## src/rtl/vga_timing_gen.sv

```systemverilog
// vga_timing_gen: parametrised VGA raster timing generator with a built-in
// test-pattern source (solid, colour bars, checkerboard, gradient).
// Ports: clk, rst (async, active high); mode, solid_rgb (sampled at frame start);
//   hsync, vsync, display_en, x, y, line_start, frame_start, frame_count,
//   vga_r/g/b. Every output is registered: one pixel clock of latency.
// Optional: define VGA_SCROLL_EN to scroll modes 1 and 2 left one pixel per frame.
module vga_timing_gen #(
    parameter int H_VISIBLE       = 640,
    parameter int H_FRONT         = 16,
    parameter int H_SYNC          = 96,
    parameter int H_BACK          = 48,
    parameter int V_VISIBLE       = 480,
    parameter int V_FRONT         = 10,
    parameter int V_SYNC          = 2,
    parameter int V_BACK          = 33,
    parameter int SYNC_ACTIVE_LOW = 1,
    parameter int COLOR_W         = 2,
    parameter int CNT_W           = 11,
    parameter int CHECK_SHIFT     = 4
) (
    input  logic                 clk,
    input  logic                 rst,
    input  logic [1:0]           mode,
    input  logic [3*COLOR_W-1:0] solid_rgb,
    output logic                 hsync,
    output logic                 vsync,
    output logic                 display_en,
    output logic [CNT_W-1:0]     x,
    output logic [CNT_W-1:0]     y,
    output logic                 line_start,
    output logic                 frame_start,
    output logic [7:0]           frame_count,
    output logic [COLOR_W-1:0]   vga_r,
    output logic [COLOR_W-1:0]   vga_g,
    output logic [COLOR_W-1:0]   vga_b
);

    localparam int H_TOTAL = H_VISIBLE + H_FRONT + H_SYNC + H_BACK;
    localparam int V_TOTAL = V_VISIBLE + V_FRONT + V_SYNC + V_BACK;
    localparam int RW      = CNT_W + 1;

    localparam logic [CNT_W-1:0] H_LAST = CNT_W'(H_TOTAL - 1);
    localparam logic [CNT_W-1:0] V_LAST = CNT_W'(V_TOTAL - 1);
    localparam logic [CNT_W-1:0] H_VIS  = CNT_W'(H_VISIBLE);
    localparam logic [CNT_W-1:0] V_VIS  = CNT_W'(V_VISIBLE);
    localparam logic [CNT_W-1:0] HS0    = CNT_W'(H_VISIBLE + H_FRONT);
    localparam logic [CNT_W-1:0] HS1    = CNT_W'(H_VISIBLE + H_FRONT + H_SYNC);
    localparam logic [CNT_W-1:0] VS0    = CNT_W'(V_VISIBLE + V_FRONT);
    localparam logic [CNT_W-1:0] VS1    = CNT_W'(V_VISIBLE + V_FRONT + V_SYNC);
    localparam logic             IDLE   = (SYNC_ACTIVE_LOW != 0);

    logic [CNT_W-1:0]     h_cnt, v_cnt;
    logic                 h_last, v_last, at_origin, frame_wrap;
    logic                 h_vis, v_vis, vis, h_in_sync, v_in_sync;
    logic [1:0]           mode_q, eff_mode;
    logic [3*COLOR_W-1:0] solid_q, eff_solid, pat;
    logic [7:0]           fc_int;
    logic [2:0]           bar_i;
    logic [RW-1:0]        bar_r;
    logic                 chk;
    logic [COLOR_W-1:0]   xy_top;

    // One column step of the bar index: tracks (col*8) = i*H_VISIBLE + r
    // without a divider. Assumes H_VISIBLE >= 8 (at most one bar per pixel).
    function automatic logic [RW+2:0] bar_step(input logic [2:0] i,
                                               input logic [RW-1:0] r);
        logic [RW-1:0] s;
        s = r + RW'(8);
        if (s >= RW'(H_VISIBLE))
            return {i + 3'd1, s - RW'(H_VISIBLE)};
        return {i, s};
    endfunction

    assign h_last     = (h_cnt == H_LAST);
    assign v_last     = (v_cnt == V_LAST);
    assign at_origin  = (h_cnt == '0) && (v_cnt == '0);
    assign frame_wrap = h_last && v_last;
    assign h_vis      = (h_cnt < H_VIS);
    assign v_vis      = (v_cnt < V_VIS);
    assign vis        = h_vis && v_vis;
    assign h_in_sync  = (h_cnt >= HS0) && (h_cnt < HS1);
    assign v_in_sync  = (v_cnt >= VS0) && (v_cnt < VS1);

    // The frame-start pixel already uses the freshly sampled inputs.
    assign eff_mode  = at_origin ? mode : mode_q;
    assign eff_solid = at_origin ? solid_rgb : solid_q;

    always_ff @(posedge clk or posedge rst) begin
        if (rst) begin
            h_cnt  <= '0;
            v_cnt  <= '0;
            fc_int <= '0;
        end else begin
            h_cnt <= h_last ? '0 : h_cnt + 1'b1;
            if (h_last)
                v_cnt <= v_last ? '0 : v_cnt + 1'b1;
            if (frame_wrap)
                fc_int <= fc_int + 8'd1;
        end
    end

    always_ff @(posedge clk or posedge rst) begin
        if (rst) begin
            mode_q  <= '0;
            solid_q <= '0;
        end else if (at_origin) begin
            mode_q  <= mode;
            solid_q <= solid_rgb;
        end
    end

`ifdef VGA_SCROLL_EN
    logic [CNT_W-1:0] col;
    logic [2:0]       start_i, start_i_nxt;
    logic [RW-1:0]    start_r, start_r_nxt;

    assign col = h_cnt + CNT_W'(fc_int);
    assign chk = col[CHECK_SHIFT] ^ v_cnt[CHECK_SHIFT];

    // Bar state for the first column of each line; advances one column
    // per frame and returns to zero when frame_count wraps.
    always_comb begin
        {start_i_nxt, start_r_nxt} = {start_i, start_r};
        if (frame_wrap) begin
            if (fc_int == 8'hFF)
                {start_i_nxt, start_r_nxt} = '0;
            else
                {start_i_nxt, start_r_nxt} = bar_step(start_i, start_r);
        end
    end

    always_ff @(posedge clk or posedge rst) begin
        if (rst) begin
            start_i <= '0;
            start_r <= '0;
        end else begin
            start_i <= start_i_nxt;
            start_r <= start_r_nxt;
        end
    end
`else
    localparam logic [2:0]    start_i_nxt = '0;
    localparam logic [RW-1:0] start_r_nxt = '0;

    assign chk = h_cnt[CHECK_SHIFT] ^ v_cnt[CHECK_SHIFT];
`endif

    always_ff @(posedge clk or posedge rst) begin
        if (rst) begin
            bar_i <= '0;
            bar_r <= '0;
        end else if (h_last) begin
            bar_i <= start_i_nxt;
            bar_r <= start_r_nxt;
        end else begin
            {bar_i, bar_r} <= bar_step(bar_i, bar_r);
        end
    end

    assign xy_top = h_cnt[COLOR_W+4:5] ^ v_cnt[COLOR_W+4:5];

    always_comb begin
        pat = '0;
        case (eff_mode)
            2'd0: pat = eff_solid;
            2'd1: pat = {{COLOR_W{bar_i[2]}}, {COLOR_W{bar_i[1]}},
                         {COLOR_W{bar_i[0]}}};
            2'd2: pat = {(3*COLOR_W){chk}};
            2'd3: pat = {h_cnt[COLOR_W+4:5], v_cnt[COLOR_W+4:5], xy_top};
            default: pat = '0;
        endcase
    end

    always_ff @(posedge clk or posedge rst) begin
        if (rst) begin
            hsync       <= IDLE;
            vsync       <= IDLE;
            display_en  <= 1'b0;
            x           <= '0;
            y           <= '0;
            line_start  <= 1'b0;
            frame_start <= 1'b0;
            frame_count <= '0;
            vga_r       <= '0;
            vga_g       <= '0;
            vga_b       <= '0;
        end else begin
            hsync       <= h_in_sync ? !IDLE : IDLE;
            vsync       <= v_in_sync ? !IDLE : IDLE;
            display_en  <= vis;
            x           <= vis ? h_cnt : '0;
            y           <= vis ? v_cnt : '0;
            line_start  <= (h_cnt == '0);
            frame_start <= at_origin;
            frame_count <= fc_int;
            {vga_r, vga_g, vga_b} <= vis ? pat : '0;
        end
    end

endmodule

```

## config.mk

```make
export PLATFORM = sky130hd
export DESIGN_NAME = vga_timing_gen
export DESIGN_NICKNAME = d
export VERILOG_FILES = /design/src/rtl/vga_timing_gen.sv
export SDC_FILE = /design/constraint.sdc
export NUM_CORES = 1
export LEC_CHECK = 0
export CAP_MARGIN = 10
export CORE_MARGIN = 1
export CORE_UTILIZATION = 30
export DETAILED_ROUTE_END_ITERATION = 7
export GPL_TIMING_DRIVEN = 0
export PLACE_DENSITY_LB_ADDON = 0.2
export RECOVER_POWER = 25
export SLEW_MARGIN = 20
export SYNTH_ARGS = -nofsm -noshare
export SYNTH_HDL_FRONTEND = slang
export SYNTH_SLANG_ARGS = --single-unit
```

## constraint.sdc

```tcl
create_clock -name clk -period 3.4 [get_ports clk]
set_clock_uncertainty 0.15 [all_clocks]
set_input_delay 0.68 -clock clk [delete_from_list [all_inputs] [get_ports clk]]
set_output_delay 0.68 -clock clk [all_outputs]
set_load 0.03 [all_outputs]
```

==> flow_summary.json <==
{
  "cts_sinks": 91,
  "cellPowerDensity_nw_per_um2": 464,
  "max_slew_margin_pct": 15.0,
  "cp_slowest_cell": "or4_4",
  "cp_cell_sequence": "clkbuf_2 -> or4_4 -> or4_4 -> nor4_4 -> buf_6 -> mux2i_1 -> o21ai_0 -> a221oi_1",
  "cp-end-kind": "flip-flop",
  "rsz0062_at_grt": "no",
  "maxSlewViolCount": 0,
  "yosys_warnings": 0,
  "final_common_cell": "dfrtp_1",
  "worst_hold_path_type": "reg2reg",
  "synth-seq-cells": 91,
  "tightestPinTransition_ns": 1.27,
  "max_stage_delay_ns": 0.56,
  "reg2reg_depth": 8,
  "pwr-share-comb_pct": 3.7,
  "cp_max_fo": 10,
  "post-route-period-util_pct": 93.7,
  "dp.cells": 558,
  "postRouteAntennaNets": 0,
  "cts_buffers": 9,
  "start_kind": "flip-flop",
  "clk_latency_ns": 0.34,
  "synth_flop_cell": "dfrtp_1",
  "drive_above_1_share_pct": 8.96,
  "drt_iter0_markers": 95,
  "p_leak_nw": 2.20,
  "grt_first_pass_wirelength_um": 12400,
  "hpwlAfterDp_um": 5220,
  "fp.dieArea_sq_um": 13400,
  "start_util_pct": 30.8,
  "pwr-share-clk_pct": 48.7,
  "place_congestion": 0.783,
  "track_usage_pct": 12.1,
  "via_per_inst": 4.47,
  "critPathArrivalTime_ns": 3.25,
  "area_growth_pct": 28.0,
  "yosysSeqAreaShare_pct": 58.6,
  "path_common_cell": "or4_4",
  "wl_per_cell_um": 13.1,
  "grt_antenna_before_repair": 0,
  "holdBufCountCts": 0,
  "crit_required_ns": 3.47,
  "num_antenna_cells": 0,
  "worst_path_dominant_cell_family": "simple AND/OR/NAND/NOR gates",
  "fp.dieW_um": 116,
  "grt_pass1_vias": 2539,
  "final_cell_mix": "dfrtp_1 (89), clkdlybuf4s50_1 (49), nor2_1 (23), and2_1 (20), nand2_1 (19)",
  "drt-total-wl_um": 7500,
  "crit_type": "reg2reg",
  "crit_cells": 8,
  "cts_tree": "yes",
  "whs_path_depth": 0,
  "core.rowCount": 41,
  "synth_area_sq_um": 3890,
  "pin_count": 51,
  "root_buffer": "clkbuf_16",
  "min_period_ns": 3.19,
  "p_sw_uw": 459,
  "status": "finished clean",
  "total_power_mw": 2.31,
  "fmax_mhz": 314,
  "irDropWorstVdd_v": 0.000249,
  "core_sq_um": 12600,
  "yosysUniqueCellTypes": 47,
  "crit_buf_inv": 2,
  "first_pass_iters": 4,
  "hold_violations": 0,
  "clk_pin_slew_worst_paths_ns": 0.06,
  "p_int_mw": 1.85,
  "clk_path_buf_depth": 2,
  "dr_total_vias": 2563,
  "htree_levels": 3,
  "synthArstFlopShare_pct": 100,
  "syn_inst": 333,
  "grt_max_degree": 63,
  "fp.dieH_um": 116,
  "synth_edf_count": 0,
  "seqPwrFrac_pct": 47.6,
  "fin_cells": 574,
  "grt_overflow": 0,
  "portBuffers": 50,
  "finalNetCount": 415,
  "syn_avg_cell_area_sq_um": 11.7,
  "drc": 0,
  "setup_viol": 0,
  "switching_share_pct": 19.9,
  "drv_cap": 0
}
logic make-up after synthesis:
kind of cell,after synthesis,share of synthesized area [%]
other cells,1,0.0963
buf+inv,26,2.93
fa+ha+maj,8,2.57
xor+xnor,35,7.88
simple gates,120,17.5
mux,18,4.82
flops,91,58.6
compound gates,34,5.63
synthesized netlist by cell type (all sizes together), types with 4 or more instances:
cell    number  area [sq um]
a21oi        4          20.0
nor3         4          25.0
a221oi       6          52.6
nand4       12          75.1
clkbuf      11          42.5
inv         13          48.8
ha           8           100
and2        21           133
xor2        17           149
and3        11          70.1
nor2        23          86.3
xnor2       18           158
dfrtp       89          2230
o21ai       16          80.1
mux2i       15           154
nand3       10          50.1
nand2       19          71.3
state kept, by name (all words and copies together) (netlist names), 2 cells and up:
name         flops
vga_r            2
solid_q          6
x               11
y               11
frame_count      8
h_cnt           11
fc_int           8
bar_i            3
vga_b            2
vga_g            2
mode_q           2
bar_r            9
v_cnt           11
stage by stage:
| step | setup slack (ns) | hold WS (ns) | setup TNS [ns] | util (%) | instance area, sq um |
|---|---|---|---|---|---|
| after floorplan | 0.210 | 0.223 | 0 | - | 3900 |
| after global placement | -1.25 | 0.239 | -111.46 | 36.6 | 4620 |
| after detailed placement | 0.0527 | 0.245 | 0 | 36.8 | 4650 |
| after CTS | 0.0298 | 0.260 | 0 | 39.6 | 5000 |
| after global routing | 0.0422 | 0.268 | 0 | 39.5 | 4980 |
| final | 0.215 | 0.255 | 0 | 39.5 | 4980 |
final cells by class:
type / count / area (sq um)
Fill cell: 1268 / 7640
Sequential cell: 91 / 2280
Multi-Input combinational cell: 218 / 1520
Timing Repair Buffer: 51 / 508
Clock buffer: 13 / 280
Tap cell: 172 / 215
Clock inverter: 3 / 67.6
Buffer: 13 / 65.1
Inverter: 13 / 50.0
path summary, 6_finish.rpt:
path | start | to | slack, ns
max | h_cnt[6] | vga_r[0] | 0.21
min | fc_int[7] | frame_count[7] | 0.26
max reg2reg | h_cnt[6] | vga_r[0] | 0.21
min reg2reg | fc_int[7] | frame_count[7] | 0.26
max in group asynchronous | rst | h_cnt[4] | 0.71
min in group asynchronous | rst | y[5] | 0.92
routing by layer:
| metal | vias up | GRT usage [%] | share of wire, % |
|---|---|---|---|
| met1 | 1236 | 16.3 | 50 |
| met5 | - | 0 | 0 |
| met2 | 53 | 18.1 | 44 |
| li1 | 1265 | - | - |
| met3 | 9 | 2.88 | 4.5 |
| met4 | 0 | 6.41 | 1.7 |
power by group through the flow:
| stage | combinational (mW) | sequential, mW | clock [mW] |
|---|---|---|---|
| detailed placement | 0.0929 | 1.12 | 0 |
| global placement | 0.0868 | 1.12 | 0 |
| finish | 0.0863 | 1.10 | 1.13 |
| CTS | 0.0932 | 1.10 | 1.16 |
| global route | 0.0969 | 1.10 | 1.21 |
| floorplan | 0.0336 | 1.14 | 0 |
timing repair:
item | CTS | global route
resized for setup | 0 | 1
setup endpoints to repair | 0 | 6
setup buffers | 0 | 0
No activity file was read; power rests on OpenSTA's default activity.
